## config.mk

```make
export PLATFORM = sky130hd
export DESIGN_NAME = que_sched_arbiter
export DESIGN_NICKNAME = d
export VERILOG_FILES = /design/src/rtl/que_sched_arbiter.sv
export SDC_FILE = /design/constraint.sdc
export NUM_CORES = 1
export LEC_CHECK = 0
export BUFFER_PORTS_ARGS = -buffer_cell sky130_fd_sc_hd__buf_2
export CORE_ASPECT_RATIO = 0.75
export CORE_UTILIZATION = 30
export DETAILED_ROUTE_END_ITERATION = 8
export PLACE_DENSITY = 0.53
export SLEW_MARGIN = 10
export SYNTH_ARGS = -nofsm -noshare
export SYNTH_HDL_FRONTEND = slang
export SYNTH_SLANG_ARGS = --single-unit
```

## constraint.sdc

```tcl
create_clock -name i_clk -period 30.1 [get_ports i_clk]
set_input_delay 1.505 -clock i_clk [delete_from_list [all_inputs] [get_ports i_clk]]
set_output_delay 1.505 -clock i_clk [all_outputs]
set_load 0.005 [all_outputs]
```

## src/rtl/que_sched_arbiter.sv

```systemverilog
// que_sched_arbiter
//
// Purpose:
//   Snapshot-based output-queue arbiter. On i_update it captures the pending
//   request bits and their priorities. It then serves that snapshot one port
//   at a time, highest priority first. Each grant is held on a valid/ready
//   handshake towards the downstream read controller.
//
// Build option:
//   QUE_SCHED_ARB_RR_EN
//     Defined: ties among equal-priority ports are broken round-robin. The
//       search starts at rr_ptr and wraps.
//     Undefined: ties go to the lowest port index and rr_ptr does not exist.
//
// Ports:
//   i_clk, i_rst_n  clock; asynchronous active-low reset
//   i_pending       request bit per port (sampled on i_update)
//   i_prior         priority of port k in bits [k*PRW +: PRW]
//   i_update        capture a new snapshot (honoured only in IDLE)
//   i_clr_port      port to withdraw from the snapshot
//   i_clr_vld       withdraw strobe
//   o_port          granted port
//   o_prior         priority of the granted port
//   o_port_vld      grant valid
//   i_port_rdy      grant accepted
//   o_empty         snapshot holds no pending ports
//   o_remain        number of pending ports in the snapshot
//   o_upd_drop      one-cycle pulse after an ignored i_update

module que_sched_arbiter #(
    parameter int PORTNUM = 16,
    parameter int PRIOR   = 8,
    parameter int PNW     = $clog2(PORTNUM),
    parameter int PRW     = $clog2(PRIOR)
) (
    input  logic                           i_clk,
    input  logic                           i_rst_n,
    input  logic [PORTNUM-1:0]             i_pending,
    input  logic [PORTNUM*PRW-1:0]         i_prior,
    input  logic                           i_update,
    input  logic [PNW-1:0]                 i_clr_port,
    input  logic                           i_clr_vld,
    output logic [PNW-1:0]                 o_port,
    output logic [PRW-1:0]                 o_prior,
    output logic                           o_port_vld,
    input  logic                           i_port_rdy,
    output logic                           o_empty,
    output logic [$clog2(PORTNUM+1)-1:0]   o_remain,
    output logic                           o_upd_drop
);

    localparam int CNW = $clog2(PORTNUM+1);
    // One bit wider than a port index, so that PORTNUM itself is
    // representable when the port count is a power of two.
    localparam logic [PNW:0] PORT_LIM = (PNW+1)'(PORTNUM);

    typedef enum logic [1:0] {
        IDLE  = 2'd0,
        ARB   = 2'd1,
        GRANT = 2'd2
    } state_t;

    state_t               state;
    state_t               state_nxt;

    logic [PORTNUM-1:0]   pend;
    logic [PORTNUM-1:0]   pend_nxt;
    logic [PRW-1:0]       prio [PORTNUM];
    logic                 capture;

    logic [PNW-1:0]       port_nxt;
    logic [PRW-1:0]       prior_nxt;
    logic                 vld_nxt;
    logic                 drop_nxt;

    logic                 clr_ok;
    logic [PORTNUM-1:0]   clr_mask;
    logic [PORTNUM-1:0]   grant_mask;
    logic [PORTNUM-1:0]   pend_arb;
    logic                 handshake;
    logic                 clr_hits_grant;

    logic [PRW-1:0]       max_prio;
    logic [PORTNUM-1:0]   cand;
    logic [PNW-1:0]       win_lo;
    logic [PNW-1:0]       winner;
    logic [CNW-1:0]       count;

`ifdef QUE_SCHED_ARB_RR_EN
    logic [PNW-1:0]       rr_ptr;
    logic [PNW-1:0]       rr_nxt;
    logic [PNW-1:0]       win_hi;
    logic                 hi_found;
`endif

    // Decode the withdraw strobe and the current grant into one-hot masks.
    // Out-of-range withdraw ports produce an empty mask.
    always_comb begin
        clr_ok     = i_clr_vld && ({1'b0, i_clr_port} < PORT_LIM);
        clr_mask   = '0;
        grant_mask = '0;
        for (int k = 0; k < PORTNUM; k++) begin
            clr_mask[k]   = clr_ok && (i_clr_port == PNW'(k));
            grant_mask[k] = (o_port == PNW'(k));
        end
        handshake      = (state == GRANT) && o_port_vld && i_port_rdy;
        clr_hits_grant = clr_ok && (i_clr_port == o_port);
        // Arbitration sees a withdraw of the same cycle, so a port cleared
        // in ARB can never be granted.
        pend_arb       = pend & ~clr_mask;
    end

    // Winner search. First find the highest priority among the pending
    // ports, then break ties between the ports that hold that priority.
    always_comb begin
        max_prio = '0;
        cand     = '0;
        win_lo   = '0;
        for (int k = 0; k < PORTNUM; k++) begin
            if (pend_arb[k] && (prio[k] > max_prio)) begin
                max_prio = prio[k];
            end
        end
        for (int k = 0; k < PORTNUM; k++) begin
            cand[k] = pend_arb[k] && (prio[k] == max_prio);
        end
        // Scanning downwards leaves the lowest matching index.
        for (int k = PORTNUM-1; k >= 0; k--) begin
            if (cand[k]) begin
                win_lo = PNW'(k);
            end
        end
`ifdef QUE_SCHED_ARB_RR_EN
        win_hi   = '0;
        hi_found = 1'b0;
        for (int k = PORTNUM-1; k >= 0; k--) begin
            if (cand[k] && (PNW'(k) >= rr_ptr)) begin
                win_hi   = PNW'(k);
                hi_found = 1'b1;
            end
        end
        // Nothing at or above the pointer: wrap to the lowest candidate.
        winner = hi_found ? win_hi : win_lo;
`else
        winner = win_lo;
`endif
    end

    // Occupancy status is taken directly from the snapshot register.
    always_comb begin
        count = '0;
        for (int k = 0; k < PORTNUM; k++) begin
            count = count + CNW'(pend[k]);
        end
    end

    assign o_empty  = ~|pend;
    assign o_remain = count;

    // Next-state and next-output logic for the IDLE/ARB/GRANT controller.
    always_comb begin
        state_nxt = state;
        pend_nxt  = pend & ~clr_mask;
        capture   = 1'b0;
        port_nxt  = o_port;
        prior_nxt = o_prior;
        vld_nxt   = o_port_vld;
        drop_nxt  = i_update && (state != IDLE);
`ifdef QUE_SCHED_ARB_RR_EN
        rr_nxt    = rr_ptr;
`endif
        case (state)
            IDLE: begin
                // A snapshot capture takes priority over a withdraw
                // in the same cycle.
                if (i_update && (|i_pending)) begin
                    capture   = 1'b1;
                    pend_nxt  = i_pending;
                    state_nxt = ARB;
                end
            end
            ARB: begin
                if (pend_arb == '0) begin
                    state_nxt = IDLE;
                end else begin
                    port_nxt  = winner;
                    prior_nxt = prio[winner];
                    vld_nxt   = 1'b1;
                    state_nxt = GRANT;
                end
            end
            GRANT: begin
                if (handshake) begin
                    // A withdraw on the granted port in this cycle
                    // collapses into the handshake. A withdraw on another
                    // port is applied alongside it.
                    pend_nxt  = pend & ~clr_mask & ~grant_mask;
                    vld_nxt   = 1'b0;
                    state_nxt = (|(pend & ~clr_mask & ~grant_mask)) ? ARB : IDLE;
`ifdef QUE_SCHED_ARB_RR_EN
                    rr_nxt    = (o_port == PNW'(PORTNUM-1)) ? '0 : o_port + PNW'(1);
`endif
                end else if (clr_hits_grant) begin
                    vld_nxt   = 1'b0;
                    state_nxt = ARB;
                end
            end
            default: begin
                state_nxt = IDLE;
                vld_nxt   = 1'b0;
            end
        endcase
    end

    // Controller state register.
    always_ff @(posedge i_clk or negedge i_rst_n) begin
        if (!i_rst_n) begin
            state <= IDLE;
        end else begin
            state <= state_nxt;
        end
    end

    // Snapshot, grant and pulse registers.
    always_ff @(posedge i_clk or negedge i_rst_n) begin
        if (!i_rst_n) begin
            pend       <= '0;
            o_port     <= '0;
            o_prior    <= '0;
            o_port_vld <= 1'b0;
            o_upd_drop <= 1'b0;
            for (int k = 0; k < PORTNUM; k++) begin
                prio[k] <= '0;
            end
        end else begin
            pend       <= pend_nxt;
            o_port     <= port_nxt;
            o_prior    <= prior_nxt;
            o_port_vld <= vld_nxt;
            o_upd_drop <= drop_nxt;
            if (capture) begin
                for (int k = 0; k < PORTNUM; k++) begin
                    prio[k] <= i_prior[k*PRW +: PRW];
                end
            end
        end
    end

`ifdef QUE_SCHED_ARB_RR_EN
    // Round-robin pointer. It points one past the last accepted port.
    always_ff @(posedge i_clk or negedge i_rst_n) begin
        if (!i_rst_n) begin
            rr_ptr <= '0;
        end else begin
            rr_ptr <= rr_nxt;
        end
    end
`endif

endmodule

```

# Word level (Yosys, flattened, before mapping)
# Index checks and enable logic that the tools add are counted.
dict set report op_classes {
  addsub 15
  order_cmp 17
  n_eq_ne 52
  mux 50
  n_bitwise 7
  reduce_logical 65
}
# operator n
set ops {}
lappend ops {{4-bit equality test, second input constant} 16}
lappend ops {{4-bit two-way mux} 16}
lappend ops {{5-bit by 1-bit adder with 5-bit output} 11}
lappend ops {{3-bit two-way mux} 18}
lappend ops {{1-bit logical AND} 53}
lappend ops {{3-bit equality test} 16}
lappend ops {{16-bit OR reduction} 3}
lappend ops {{3-bit > comparator} 15}
lappend ops {{16-bit bitwise AND} 2}
lappend ops {{4-bit by 3-bit equality test with 1-bit output, second input constant} 8}
lappend ops {{16-bit two-way mux} 2}
lappend ops {{16-bit inverter} 2}
lappend ops {{16-bit case mux with 2 select lines} 1}
lappend ops {{4-bit by 2-bit equality test with 1-bit output, second input constant} 4}
lappend ops {{16-bit zero test} 1}
lappend ops {{3-bit binary-select mux with 4-bit select} 1}
lappend ops {{4-bit by 1-bit equality test with 1-bit output, second input constant} 2}
lappend ops {{4-bit zero test} 2}
lappend ops {{2-bit two-way mux} 4}
lappend ops {{1-bit two-way mux} 6}
lappend ops {{2-bit case mux with 3 select lines} 1}
lappend ops {{4-bit by 1-bit adder with 5-bit output} 1}
lappend ops {{5-bit greater-or-equal comparator, second input constant} 1}
lappend ops {{4-bit inverter with 5-bit output} 1}
lappend ops {{other kinds (16)} 19}
dict set report totals {
  ff_bits 75
  output_inout_bits 15
  word_cells 228
}

# Longest topological paths before layout
# Gate-level depths: netlist of run 1.
dict set report logic_depth {
  word_depth 73
  mapped_depth 135
}

# Worst setup path after synthesis of run 1
# OpenSTA, ideal clock, no wires.
dict set report synth_timing {
  kind {input -> register}
  start {in i_clr_port[3]}
  end {reg o_prior[1]}
  setup_time_ns 0.126
  t_arrival_ns 24.668
  setup_slack_ns 5.306
  stages 133
  path_buffers 6
  cell_sequence {buf_2 > or3b_1 > buf_4 > o21ai_1 > nor2_1 > ha_1 > nand3_1 > o21ai_0 > nor3_4 > mux2_2 > ha_1 > nor2_1 > a22oi_1 > o21ai_0 > a21oi_1 > o32ai_1 > inv_1 > ha_1 > [97 not listed] > buf_1 > nor2_1 > a21o_1 > a31o_1 > buf_6 > xor2_1 > or4_1 > inv_1 > a21o_1 > mux2i_1 > o2111a_1 > o31ai_1 > and2_1 > buf_2 > mux2_1 > a221oi_1 > o221ai_1 > o32a_1}
}
dict set report synth_via {
  elab_chain_len 73
}
# element line_no
set synth_rtl {}
lappend synth_rtl {{start, declared} 41} ;# input logic [PNW-1:0] i_clr_port,
lappend synth_rtl {{4-bit zero test} 103} ;# clr_mask[k] = clr_ok && (i_clr_port == PNW'(k));
lappend synth_rtl {{1-bit logical AND} 103}
lappend synth_rtl {{16-bit inverter (*)} 110} ;# pend_arb = pend & ~clr_mask;
lappend synth_rtl {{16-bit bitwise AND (*)} 110}
lappend synth_rtl {{1-bit logical AND} 120} ;# if (pend_arb[k] && (prio[k] > max_prio)) begin
lappend synth_rtl {{3-bit two-way mux} 120}
lappend synth_rtl {{3-bit > comparator} 120}
lappend synth_rtl {{1-bit logical AND} 120}
lappend synth_rtl {{[41 not listed]} -}
lappend synth_rtl {{1-bit logical AND} 120}
lappend synth_rtl {{3-bit two-way mux} 120}
lappend synth_rtl {{3-bit equality test} 125} ;# cand[k] = pend_arb[k] && (prio[k] == max_prio);
lappend synth_rtl {{1-bit logical AND} 125}
lappend synth_rtl {{4-bit two-way mux (16 in a row)} 129} ;# if (cand[k]) begin
lappend synth_rtl {{4-bit inverter with 5-bit output (implied by the code)} 187} ;# prior_nxt = prio[winner];
lappend synth_rtl {{3-bit binary-select mux with 4-bit select} 187}
lappend synth_rtl {{3-bit two-way mux (implied by the code) (2 in a row)} 187}
lappend synth_rtl {{end signal, assigned} 238} ;# o_prior <= prior_nxt;
lappend synth_rtl {{end, declared} 44} ;# output logic [PRW-1:0] o_prior,
# Every way passes the cells marked *; elsewhere a longest branch is shown, timed or not. The select of a mux whose other input is x is not followed.
# A chain may end at the register's enable or synchronous reset.

# Worst setup path in the final report of run 1
# Ends and elaborated chain as after synthesis.

==> results of run 1 <==
-- synthesized netlist by cell type, drive strengths merged, types with 6 or more instances --
master,count,share of area [%]
nand2,94,4.5
nor2,76,3.6
dfrtp,75,24
o21ai,68,4.5
inv,65,3.1
a21oi,47,3.1
nand3,40,2.5
mux2,33,4.7
nor3,28,2.0
ha,27,4.3
buf,24,1.6
nor4,23,1.9
xnor2,23,2.6
a21o,22,2.1
clkbuf,21,1.0
mux2i,20,2.7
a31oi,17,1.3
a211oi,16,1.5
o21a,16,1.5
xor2,15,1.7
and2,13,1.0
nand4,12,0.95
o211ai,11,1.2
or4,11,1.1
fa,10,2.5
a22oi,9,0.86
o31ai,9,0.86
nand2b,8,0.67
o2111ai,8,0.89
o211a,8,1.0
a311oi,7,0.78
and3,7,0.56
nor2b,7,0.56
o22ai,7,0.56
a21boi,6,0.62
a31o,6,0.67
maj3,6,0.76
or2,6,0.48
-- final cells by class --
cell class              instances  share of cell area (%)
inverters                      65                    2.73
flip-flops and latches         75                    21.0
clock inverters                 7                   0.867
clock buffers                   9                    2.52
repair buffers                100                    5.98
multi-input cells             794                    62.2
well taps                     338                    4.73
-- worst paths after layout --
check,startpoint,endpoint,slack [ns],cells after the start
hold reg to reg,state[0],state[0],0.49,1
setup reg to reg,pend[0],o_prior[1],3.44,123
hold / removal,state[0],state[0],0.49,1
setup / recovery,i_clr_port[3],o_prior[1],2.05,124
max in group asynchronous,i_rst_n,prio[11],28.02,2
min in group asynchronous,i_rst_n,prio[38],1.09,1
-- per-layer routing --
layer	track usage, %	vias up	wire length (um)
li1	-	3813	-
met1	33.4	3896	14400
met2	29.7	378	11500
met3	5.82	32	2720
met4	4.71	0	348
met5	0	-	0
-- registers in the layout, indices dropped and copies added (netlist names) --
name        count
state           2
prio           48
o_port_vld      1
o_port          4
pend           16
o_upd_drop      1
o_prior         3
-- metrics by stage --
step	cell area, sq um	hold WS, ns
CTS	8950	0.489
finish	8950	0.495
global route	8950	0.518
floorplan	7890	0.456
detailed placement	8640	0.481
global placement	8640	0.481
-- kinds of logic (layout without fill, tap and decap cells) --
kind of cell	Yosys count	in the layout	share of synthesized area, %
flip-flops	75	75	23.8
adder cells (fa/ha/maj)	43	43	7.58
AND/OR/NAND/NOR	346	346	22.1
buffers and inverters	110	181	5.73
AO/OA/AOI/OAI	312	312	28.6
multiplexers	55	55	7.98
XOR/XNOR	38	38	4.22
-- what timing repair did --
action                     CTS  global route
setup endpoints to repair    0             3
hold endpoints to repair     0             0
gates resized for setup      0             1
==> results.txt, run 1 <==
----------------------------------------------------
[Synth]
  Synth Cell Area ... about 8000 sq um
  Synthesized instance count ... approximately 980
  Number of register bits inferred by synthesis ... 75
  Sequential-to-total area share from yosys stat ... 23.8%
  Total of warnings raised by yosys ... 0
  Fraction of registers with async set or reset after synthesis ... 100%
  Number of flops mapped to enable cells by yosys ... 0
  Post-synthesis area per instance ... between 8 and 9 sq um
  Top_reg_cell synth ... dfrtp_1
  Post-synth cell types ... 94
  Mapped Nets ... between 1000 and 1500

[Floorplan]
  Die Ht ... around 140 um
  Starting density of the core ... 31.0%
  Die Span X ... approximately 190 um
  Number of cell rows ... 50
  Die Area ... approximately 27000 sq um
  Core Region ... roughly 25000 sq um
  # IOs ... between 80 and 90

[Setup path]
  Critical Path Most Common Cell ... nor2_1
  Setup Crit Path Kind ... in -> reg
  Top delay family on crit path ... compound AO/OA/AOI/OAI gates
  Data arrival time at the worst-slack endpoint ... around 28 ns
  Crit path max fanout ... 19
  Worst EP required ... 30.36 ns
  Slowest stage delay, CP ... about 0.73 ns
  Category of the worst setup path launch point ... input pin
  Critical path's slowest cell ... a31o_1
  Buf+Inv Stages, Crit Path ... 6
  Worst setup EP type ... flip-flop

[Routing]
  Post-route antenna net violation count ... 0
  Final wirelength ... 29000 um
  Via-per-instance ratio ... between 5 and 6
  Number of DRC violations after detailed routing ... 0
  Routed wirelength normalized by instance count ... 20.9 um
  Initial detailed-routing violation count ... ~860
  Number of vias in the routed layout ... roughly 8000
  Router iterations before antenna repair ... 5

[Placement]
  DP Worst Slack ... roughly 1.8 ns
  Global placer's final weighted congestion ... slightly above 0.9
  Sum of net half-perimeters after detailed placement ... approximately 23000 um
  Number of buffers added on ports ... 87
  Placed Cells incl. Taps ... ~1400

[Final layout]
  Area of the multi-input gates ... roughly 5600 sq um
  Nets ... 1155
  Proportion of layout cells with a drive suffix above 1 ... 18.0%
  Commonest cells after routing, fill and taps aside ... nand2_1, buf_2, nor2_1, dfrtp_1, inv_1
  Filler cell count ... 2760
  Final core utilization ... approximately a third
  Final Non-Filler Cells ... 1388
  Total area of sequential cells ... 1880 sq um
  Antenna diode instance count ... 0
  Commonest non-fill, non-tap cell in the layout ... nand2_1
  Area overhead of the layout relative to synthesis ... 13.5%

[Global routing]
  First-pass GRT wire length ... ~45000 um
  Vias in the first global route ... roughly 7500
  Total global routing overflow ... 0
  Largest net degree at the start of global routing ... 75
  Global routing usage summed across all routing layers ... between 20% and 30%
  Number of antenna violations at the first check in global routing ... 0

[CTS]
  Number of buffers created by CTS ... 9
  Clock Latency Late Sink ... about 0.37 ns
  Buffers inserted by post-CTS timing repair ... 0
  Clock tree from TritonCTS ... built
  H-tree levels ... 3
  Clock sink count ... 75
  Clock slew at the register clock pins of the worst setup and hold paths ... around 0.070 ns
  Number of buffers inserted for hold repair after clock tree synthesis ... 0
  Clock tree root buffer cell ... clkbuf_16
  Max Buffers Root-to-Sink ... 2

[Timing]
  Final setup viols ... 0
  Crit path setup slack, layout ... 2.05 ns
  Total negative setup slack ... 0 ns
  Number of endpoints with negative hold slack in the final report ... 0
  Crit share post-route ... between 90% and 100%
  Maximum operating frequency ... 35.7 MHz
  Transition at the pin with the smallest max-transition slack ... approximately 1.1 ns
  Time the worst path needs with I/O delays and setup ... approximately 28 ns
  Setup repair after global routing missed its margin ... false
  Clock skew ... approximately 0.011 ns
  Pins Over Slew Limit ... 0
  Rel. slew slack ... a little under a quarter

[Job]
  Max-capacitance violation count ... 0

[Hold path]
  Path category of the worst min-delay check ... reg -> reg

[Run status]
  Run status ... completed

----------------------------------------------------
Power of run 1 is not shown: default switching activity piles up to over one toggle a cycle in this logic, so the estimate is an artifact.
==> run 2, diff against run 1 <==
Settings changed: ABC_AREA from default to 1, PLACE_DENSITY 0.53 to 0.54.
==> run 2 against run 1 <==
- non-clock buffer count is 6 lower
- wire length fell by 22%
- global-route usage is 2.3 points lower
- via count is 9.8% lower
- sequential share of layout area is 2.6 points higher
- setup slack better by 7.7 ns
- critical path depth rose by 1
- synthesized cell count rose by 6.3%
- final cell count increased by 1.9%
- core utilization rose by 0.25 points
- maximum frequency rose by 38%
- area after synthesis shrank 12%
- critical endpoint is now o_prior[0]
==> results.txt, run 2 <==
----------------------------------------------------
[Run status]
  Run status ... completed

[CTS]
  CTS-repair resized insts ... 0
  Buffers inserted by post-CTS timing repair ... 0
  Clock tree root buffer cell ... clkbuf_16
  Clock tree from TritonCTS ... built
  Max Buffers Root-to-Sink ... 2
  Clock sink count ... between 70 and 80
  H-tree levels ... 3
  Clock Latency Late Sink ... 0.35 ns
  Number of buffers inserted for hold repair after clock tree synthesis ... 0
  Number of buffers created by CTS ... 9
  Clock slew at the register clock pins of the worst setup and hold paths ... 0.07 ns

[Final layout]
  Flip-flop count of the largest register after layout ... 48
  Commonest cells after routing, fill and taps aside ... nand2_1, inv_1, nand3_1, nor2_1, a21oi_1
  Area overhead of the layout relative to synthesis ... 14.1%
  Register bank with the most flops ... prio
  Nets ... roughly 1200
  Filler cell count ... approximately 2500
  Area of the multi-input gates ... 4260 sq um
  Antenna diode instance count ... 0
  Proportion of layout cells with a drive suffix above 1 ... between 15 and 20%
  Total area of sequential cells ... 1880 sq um
  Commonest non-fill, non-tap cell in the layout ... nand2_1
  Leading registers by flop count ... prio (48), pend (16), o_port (4)

[Placement]
  Global placer's final weighted congestion ... 0.933
  Sum of net half-perimeters after detailed placement ... about 18000 um
  Number of buffers added on ports ... 87

[Synth]
  Fraction of registers with async set or reset after synthesis ... 100%
  Cell with the most instances after synthesis ... nand2_1
  Post-synth cell types ... slightly below 60
  Sequential-to-total area share from yosys stat ... a little over a quarter
  Synth top cells by count ... nand2_1, inv_1, nand3_1
  Largest cells by area after synthesis ... dfrtp_1, nand2_1, inv_1, nand3_1, a21oi_1
  Synth Cell Area ... between 6000 and 7000 sq um
  Number of register bits inferred by synthesis ... 75
  Mapped Nets ... between 1000 and 1500
  Total of warnings raised by yosys ... 0
  Library cell with the largest summed area after synthesis ... dfrtp_1
  Number of flops mapped to enable cells by yosys ... 0
  Synthesized instance count ... roughly 1000
  Top_reg_cell synth ... dfrtp_1
  Post-synthesis area per instance ... about 6.7 sq um
  Share of Yosys cell area claimed by the top area cell type ... 26.9%

[Routing]
  Number of vias in the routed layout ... between 7000 and 8000
  Routed wirelength normalized by instance count ... ~16 um
  Initial detailed-routing violation count ... roughly 550
  Post-route antenna net violation count ... 0
  Router iterations before antenna repair ... 5
  Final wirelength ... 22500 um
  Via-per-instance ratio ... between 5 and 6
  Number of DRC violations after detailed routing ... 0

[Global routing]
  Total global routing overflow ... 0
  Global routing usage summed across all routing layers ... between 10% and 20%
  Vias in the first global route ... 6884
  Largest net degree at the start of global routing ... just under 90
  First-pass GRT wire length ... ~36000 um
  Number of antenna violations at the first check in global routing ... 0

[Timing]
  Total negative setup slack ... 0 ns
  Number of endpoints with negative hold slack in the final report ... 0
  Setup repair after global routing missed its margin ... false
  Time the worst path needs with I/O delays and setup ... between 20 and 25 ns
  Maximum operating frequency ... 49.0 MHz
  Final setup viols ... 0
  Clock skew ... around 0.0096 ns
  Pins Over Slew Limit ... 0
  Rel. slew slack ... between 30% and 40%
  Transition at the pin with the smallest max-transition slack ... approximately 1 ns
  Crit share post-route ... approximately two thirds

[Setup path]
  Setup Crit Path Kind ... in -> reg
  Beginning of the worst register-to-register path ... pend[0]
  Top delay family on crit path ... simple AND/OR/NAND/NOR gates
  Worst EP required ... between 30 and 40 ns
  Critical path's slowest cell ... nand4_2
  Slowest stage delay, CP ... around 0.61 ns
  Instance count on the critical path ... 125
  Data arrival time at the worst-slack endpoint ... ~21 ns
  Number of cells on the worst reg-to-reg path ... between 100 and 150
  Buf+Inv Stages, Crit Path ... 16
  Worst setup EP type ... flip-flop
  Critical Path Most Common Cell ... nand2_2
  Category of the worst setup path launch point ... input pin
  Crit path max fanout ... 26
  Crit path launch ... i_clr_port[0]

[Floorplan]
  Die Ht ... about 130 um
  Core Region ... 22400 sq um
  Number of cell rows ... between 40 and 50
  Die Area ... 23800 sq um
  # IOs ... 88
  Die Span X ... about 180 um
  Starting density of the core ... between 30% and 40%

[Hold path]
  Path category of the worst min-delay check ... reg -> reg
  Hold Path Origin ... o_prior[1]
  Hold path depth ... 2

[Job]
  Max-capacitance violation count ... 0

----------------------------------------------------
## run 2: changes by cell type after synthesis, sizes merged, moves of 20 or more
cell   delta
a21o     -22
a21oi    +51
nand3    +90
mux2i    -20
inv     +101
nor2     +35
mux2     -32
xnor2    -21
o21ai    -22
nand2   +140
## run 2: routing by layer
layer | routed length (um) | global-route usage [%] | share of wire (%) | up-vias
met4 | 297 | 4.23 | 1.3 | 0
met5 | 0 | 0 | 0 | -
met3 | 1560 | 3.43 | 6.9 | 26
met2 | 9140 | 28.0 | 41 | 239
met1 | 11500 | 30.1 | 51 | 3471
li1 | - | - | - | 3586
## run 2: layout make-up
type | count | share of cell area, %
tap | 294 | 4.63
clock buffer | 10 | 2.88
timing repair buffer | 94 | 6.17
multi-input combinational | 765 | 53.5
sequential | 75 | 23.6
clock inverter | 6 | 1.12
inverter | 170 | 8.07
## run 2: metrics by stage
step	hold WS, ns	setup WS, ns	cell area [sq um]	utilization, %	instances
after detailed placement	0.474	9.59	7630	34.1	1398
after global placement	0.468	10.16	7630	34.1	1398
after global routing	0.508	7.89	7950	35.5	1414
final	0.491	9.71	7950	35.5	1414
after CTS	0.490	9.86	7950	35.5	1414
after floorplan	0.440	12.10	6970	-	1041
## run 2: cell families after synthesis
kind of cell	count (synthesis)	share of synthesized area, %
DFF	75	26.9
AOI/OAI and AO/OA	196	16.3
buffers and inverters	201	12.1
muxes	1	0.162
xor gates and xnor gates	10	1.26
and+or+nand+nor	521	35.6
adders and majority gates	37	7.72
## run 2: worst paths after layout
| kind | to | slack (ns) |
|---|---|---|
| max in group asynchronous | state[0] | 28.11 |
| max reg2reg | o_prior[0] | 10.71 |
| max | o_prior[0] | 9.71 |
| min | o_prior[1] | 0.49 |
| min in group asynchronous | prio[45] | 1.31 |
| min reg2reg | o_prior[1] | 0.49 |
## run 2: worst min-delay path, cell delays in order (launching register included)
cell	delay (ns)
dfrtp_1	0.35
nand2_1	0.06
nand2_1	0.05
Power of run 2 is left out for the same reason.
